==> config.mk <==
export PLATFORM = sky130hd
export DESIGN_NAME = regfile_sb
export DESIGN_NICKNAME = d
export VERILOG_FILES = /design/src/rtl/regfile_sb.sv
export SDC_FILE = /design/constraint.sdc
export NUM_CORES = 2
export LEC_CHECK = 0
export CAP_MARGIN = 20
export CORE_MARGIN = 5
export CORE_UTILIZATION = 40
export CTS_BUF_LIST = sky130_fd_sc_hd__clkbuf_8
export DETAILED_ROUTE_END_ITERATION = 8
export HOLD_SLACK_MARGIN = 0.08
export PLACE_DENSITY = 0.61
export SETUP_SLACK_MARGIN = 0.15
export SYNTH_ARGS = -nofsm -noshare
export SYNTH_HDL_FRONTEND = slang
export SYNTH_SLANG_ARGS = --single-unit
==> constraint.sdc <==
create_clock -name i_clk -period 117.4 [get_ports i_clk]
set_input_delay 17.61 -clock i_clk [delete_from_list [all_inputs] [get_ports i_clk]]
set_output_delay 17.61 -clock i_clk [all_outputs]
set_load 0.01 [all_outputs]
==> src/rtl/regfile_sb.sv <==
// Register file with two combinational read ports, one write port, optional write-to-read
// bypass, and a busy-bit scoreboard that decode reserves and writeback releases.
module regfile_sb #(
  parameter int XLEN     = 32,
  parameter int NREGS    = 32,
  parameter int ADDR_W   = $clog2(NREGS),
  parameter bit ZERO_REG = 1'b1,
  parameter bit BYPASS   = 1'b1
) (
  input  logic              i_clk,
  input  logic              i_rst,
  input  logic [ADDR_W-1:0] i_rs1_addr,
  output logic [XLEN-1:0]   o_rs1_data,
  output logic              o_rs1_busy,
  input  logic [ADDR_W-1:0] i_rs2_addr,
  output logic [XLEN-1:0]   o_rs2_data,
  output logic              o_rs2_busy,
  input  logic              i_wr_en,
  input  logic [ADDR_W-1:0] i_wr_addr,
  input  logic [XLEN-1:0]   i_wr_data,
  input  logic              i_rsv_en,
  input  logic [ADDR_W-1:0] i_rsv_addr,
  output logic              o_rsv_ack,
  input  logic              i_flush,
  output logic [ADDR_W:0]   o_busy_cnt
);

  localparam logic [ADDR_W:0] NREGS_L = (ADDR_W+1)'(NREGS);

  logic [XLEN-1:0]  r_mem [NREGS];
  logic [NREGS-1:0] r_busy;
  logic [ADDR_W:0]  r_busy_cnt;

  logic             w_wr_vld;
  logic             w_rsv_vld;
  logic             w_releasing;
  logic [NREGS-1:0] w_busy_nxt;
  logic [ADDR_W:0]  w_cnt_nxt;

  function automatic logic f_valid(input logic [ADDR_W-1:0] a);
    return ({1'b0, a} < NREGS_L) && !(ZERO_REG && (a == '0));
  endfunction

  assign w_wr_vld    = i_wr_en && f_valid(i_wr_addr);
  assign w_rsv_vld   = i_rsv_en && f_valid(i_rsv_addr);
  assign w_releasing = i_wr_en && (i_wr_addr == i_rsv_addr);
  assign o_rsv_ack   = w_rsv_vld && !i_flush && !i_rst &&
                       (!r_busy[i_rsv_addr] || w_releasing);

  // Reserve is applied after the release so a same-address write+reserve ends busy.
  always_comb begin
    w_busy_nxt = r_busy;
    if (i_flush) begin
      w_busy_nxt = '0;
    end else begin
      if (w_wr_vld) w_busy_nxt[i_wr_addr] = 1'b0;
      if (o_rsv_ack) w_busy_nxt[i_rsv_addr] = 1'b1;
    end
  end

  always_comb begin
    w_cnt_nxt = '0;
    for (int i = 0; i < NREGS; i++) begin
      w_cnt_nxt = w_cnt_nxt + (ADDR_W+1)'(w_busy_nxt[i]);
    end
  end

  always_ff @(posedge i_clk or posedge i_rst) begin
    if (i_rst) begin
      for (int i = 0; i < NREGS; i++) r_mem[i] <= '0;
      r_busy     <= '0;
      r_busy_cnt <= '0;
    end else begin
      if (w_wr_vld) r_mem[i_wr_addr] <= i_wr_data;
      r_busy     <= w_busy_nxt;
      r_busy_cnt <= w_cnt_nxt;
    end
  end

  assign o_busy_cnt = r_busy_cnt;

  always_comb begin
    o_rs1_data = '0;
    o_rs1_busy = 1'b0;
    if (f_valid(i_rs1_addr)) begin
      if (BYPASS && !i_rst && i_wr_en && (i_wr_addr == i_rs1_addr)) begin
        o_rs1_data = i_wr_data;
      end else begin
        o_rs1_data = r_mem[i_rs1_addr];
        o_rs1_busy = r_busy[i_rs1_addr];
      end
    end
  end

  always_comb begin
    o_rs2_data = '0;
    o_rs2_busy = 1'b0;
    if (f_valid(i_rs2_addr)) begin
      if (BYPASS && !i_rst && i_wr_en && (i_wr_addr == i_rs2_addr)) begin
        o_rs2_data = i_wr_data;
      end else begin
        o_rs2_data = r_mem[i_rs2_addr];
        o_rs2_busy = r_busy[i_rs2_addr];
      end
    end
  end

endmodule

==> key figures <==
Synthesis
  – Post-synth EDFFs: 0
  – Yosys warns: 0
  – Cells after synthesis: 4346
  – Synthesized area: 0.0593 mm^2
  – Top post-synthesis cells by area: dfrtp_1 (45%), mux2_2 (20%), mux4_2 (14%)
  – Async SR Flop Fraction: 1.00
  – Cell variety after synth: 72
  – Most common cell in the synthesized netlist: dfrtp_1
  – Synth top cells by count: dfrtp_1 (1062), mux2_2 (1047), mux4_2 (377)
  – Leading area contributor after synthesis: dfrtp_1
  – Sequential share of the synthesized area: 0.448
  – Yosys reg bits: 1062
  – Syn nets: 4434
  – Top_reg_cell synth: dfrtp_1
  – Area share of the largest cell type after synthesis: 0.448
  – Syn avg cell area: 13.6 um^2

Placement
  – Post-Place Setup Slack: 77.47 ns
  – Port Buffers: 129
  – GPL Wtd Cong: 0.851
  – HPWL after DPL: 118000 um

Timing
  – Worst-Margin Slew: 1.22 ns
  – Final Hold Violating Endpoints: 0
  – RSZ-0062 raised after global routing: false
  – Setup-failing EPs final: 0
  – Slew headroom: 0.175
  – Final Cycle Share: 0.340
  – Hold WS: 0.396 ns
  – Final worst slack: 77.48 ns
  – Layout Skew: 0.0456 ns
  – Post-layout min period: 39.92 ns
  – Setup_tns: 0 ns
  – Max Clk Rate: 0.0250 GHz
  – Fin. max-slew vios: 0

Floorplan
  – Die W: 395 um
  – Core area: 0.147 mm^2
  – Top Ports: 130
  – Die area: 0.156 mm^2
  – Initial core utilization: 0.402
  – Std-Cell Rows: 141
  – Die outline height: 395 um

Global routing
  – Total track usage: 0.263
  – Largest net degree at the start of global routing: 174
  – Congestion Overflow GR: 0
  – Vias in the first global route: 42000
  – Initial antenna violation count: 9
  – First-pass GRT wire length: 303000 um

Cells and area
  – Synth-to-layout area growth: 11.1%
  – Final core utilization: 0.447
  – Share of post-route cells with drive strength above 1: 0.431
  – # nets final: 4411

Power
  – Pwr dens: 16.1 mW/mm^2
  – Peak VDD IR: 0.0121 mV
  – Power Total: 1.06 mW
  – Leak: 28.4 nW

Critical path
  – Worst-path maximum fanout: 109
  – R2r setup slk: 110.87 ns
  – Critical path required time: 99.79 ns
  – Crit path kind: input port to primary output
  – Worst EP arrival: 22.31 ns
  – Worst R2R Start: r_busy[19]
  – Critical Path Sink Type: primary output
  – R2r endpoint: o_busy_cnt[4]
  – Element type at the critical path start: input port
  – Worst Reg-to-Reg Cells: 20

Clocking
  – TritonCTS clock tree: built
  – Max Root-Sink Buffers: 3
  – Later-pin clock latency in the skew report: 0.93 ns
  – Clk root buf: clkbuf_8
  – TritonCTS sink count: 1062
  – Reg clk slew, reported paths: 0.05 ns
  – Hold-fix buffers at CTS: 0
  – CTS buffer count: 180
  – Number of gates resized after cts: 0
  – H-tree Lvls: 4
  – Post-CTS Repair Setup Buffers: 0

Drt
  – Wl on met1: 86800 um
  – WL/cell: 32.6 um
  – DR iter-0 viols: 4649
  – # DRC: 0
  – Drt pass-1 iters: 6
  – Routed wl met2: 94000 um
  – Post-DRT Antenna Nets: 0
  – Routed vias/inst: 6.47
  – DR WL met3: 19500 um
  – Vias: 41400
  – Drt total wl: 209000 um
  – Max layer used: met5

Min path
  – Worst hold path class: flip-flop to flip-flop
  – WHS Path Cells: 0
  – Min-Delay Endpoint: r_mem[1021]
  – Min-delay src: r_mem[1021]

Flow run
  – Max-cap viol count: 0

Run status
  – Status: complete, no violations
area by class of cell:
class / count / area (um^2)
fillers: 13400 / 81600
multi-input cells: 2761 / 30400
flip-flops and latches: 1062 / 26600
clock buffers: 228 / 3140
repair buffers: 270 / 2450
well taps: 1930 / 2410
clock inverters: 92 / 671
inverters: 48 / 188
diodes: 7 / 17.5
layer usage:
layer / up-vias / GRT usage
li1: 16600 / -
met2: 2177 / 0.398
met3: 482 / 0.0638
met1: 22100 / 0.369
met4: 2 / 0.100
met5: - / 0
state kept, by name, summed over array words and instances (netlist names):
signal      count
r_mem        1024
r_busy         32
o_busy_cnt      6
cells by family (layout without fill, tap and decap cells):
family          count (synthesis)  count (layout)  share of synthesized area
flops                        1062            1062                      0.448
fa+ha+maj                      31              31                    0.00958
compound gates                589             589                     0.0692
buf+inv                       523             638                     0.0427
mux                          1728            1728                      0.394
xor+xnor                       18              18                    0.00266
simple gates                  395             395                     0.0340
other cells                     0               7                          0
metrics by stage:
stage	instances	cell area, um^2
floorplan	4346	59300
global placement	6069	62000
detailed placement	6069	62000
CTS	6389	65800
global route	6396	65800
finish	6398	65900
placed cells by master (no fill, tap or decap), types with 14 or more instances in the layout:
cell type,n
inv_1,94
dfrtp_1,1062
nand2_1,94
clkbuf_8,228
nand3_1,24
o21ai_1,14
o32ai_1,16
a221o_1,25
mux2_2,1047
clkinv_2,20
nand3b_1,26
a22oi_1,71
fa_1,24
a211oi_1,40
a221oi_1,56
o211ai_1,17
mux2i_1,304
buf_4,136
clkdlybuf4s50_1,119
xor2_1,14
mux4_2,377
nor3_1,48
nor2_4,17
a21oi_1,97
o22ai_1,60
nor2_1,60
o21ai_0,98
o21a_1,25
nor2b_1,32
power breakdown:
part / switching (mW) / internal (mW) / total (mW)
clock network: 0.163 / 0.193 / 0.356
logic: 0.0975 / 0.126 / 0.224
registers: 0.0494 / 0.434 / 0.483
worst max-delay path, stage by stage:
cell and delay, ns:
buf_8 0.62, buf_12 0.66, buf_4 0.76, mux2i_1 0.17, a22oi_1 0.22, nand2_1 0.10
o21ai_0 0.18, a211oi_1 0.13, nor3_1 0.87, clkdlybuf4s50_1 0.70
worst max-delay path by stage:
stage,from,slack (ns),endpoint,cells past startpoint
global placement,i_rs1_addr[0],77.46,o_rs1_data[16],10
floorplan,i_rst,54.02,o_rs2_data[12],5
CTS,i_rs1_addr[0],77.46,o_rs1_data[16],10
finish,i_rs1_addr[0],77.48,o_rs1_data[14],10
global route,i_rs1_addr[0],77.21,o_rs1_data[16],9
detailed placement,i_rs1_addr[0],77.47,o_rs1_data[16],10
Note: power is estimated with default switching activity, not from simulation.
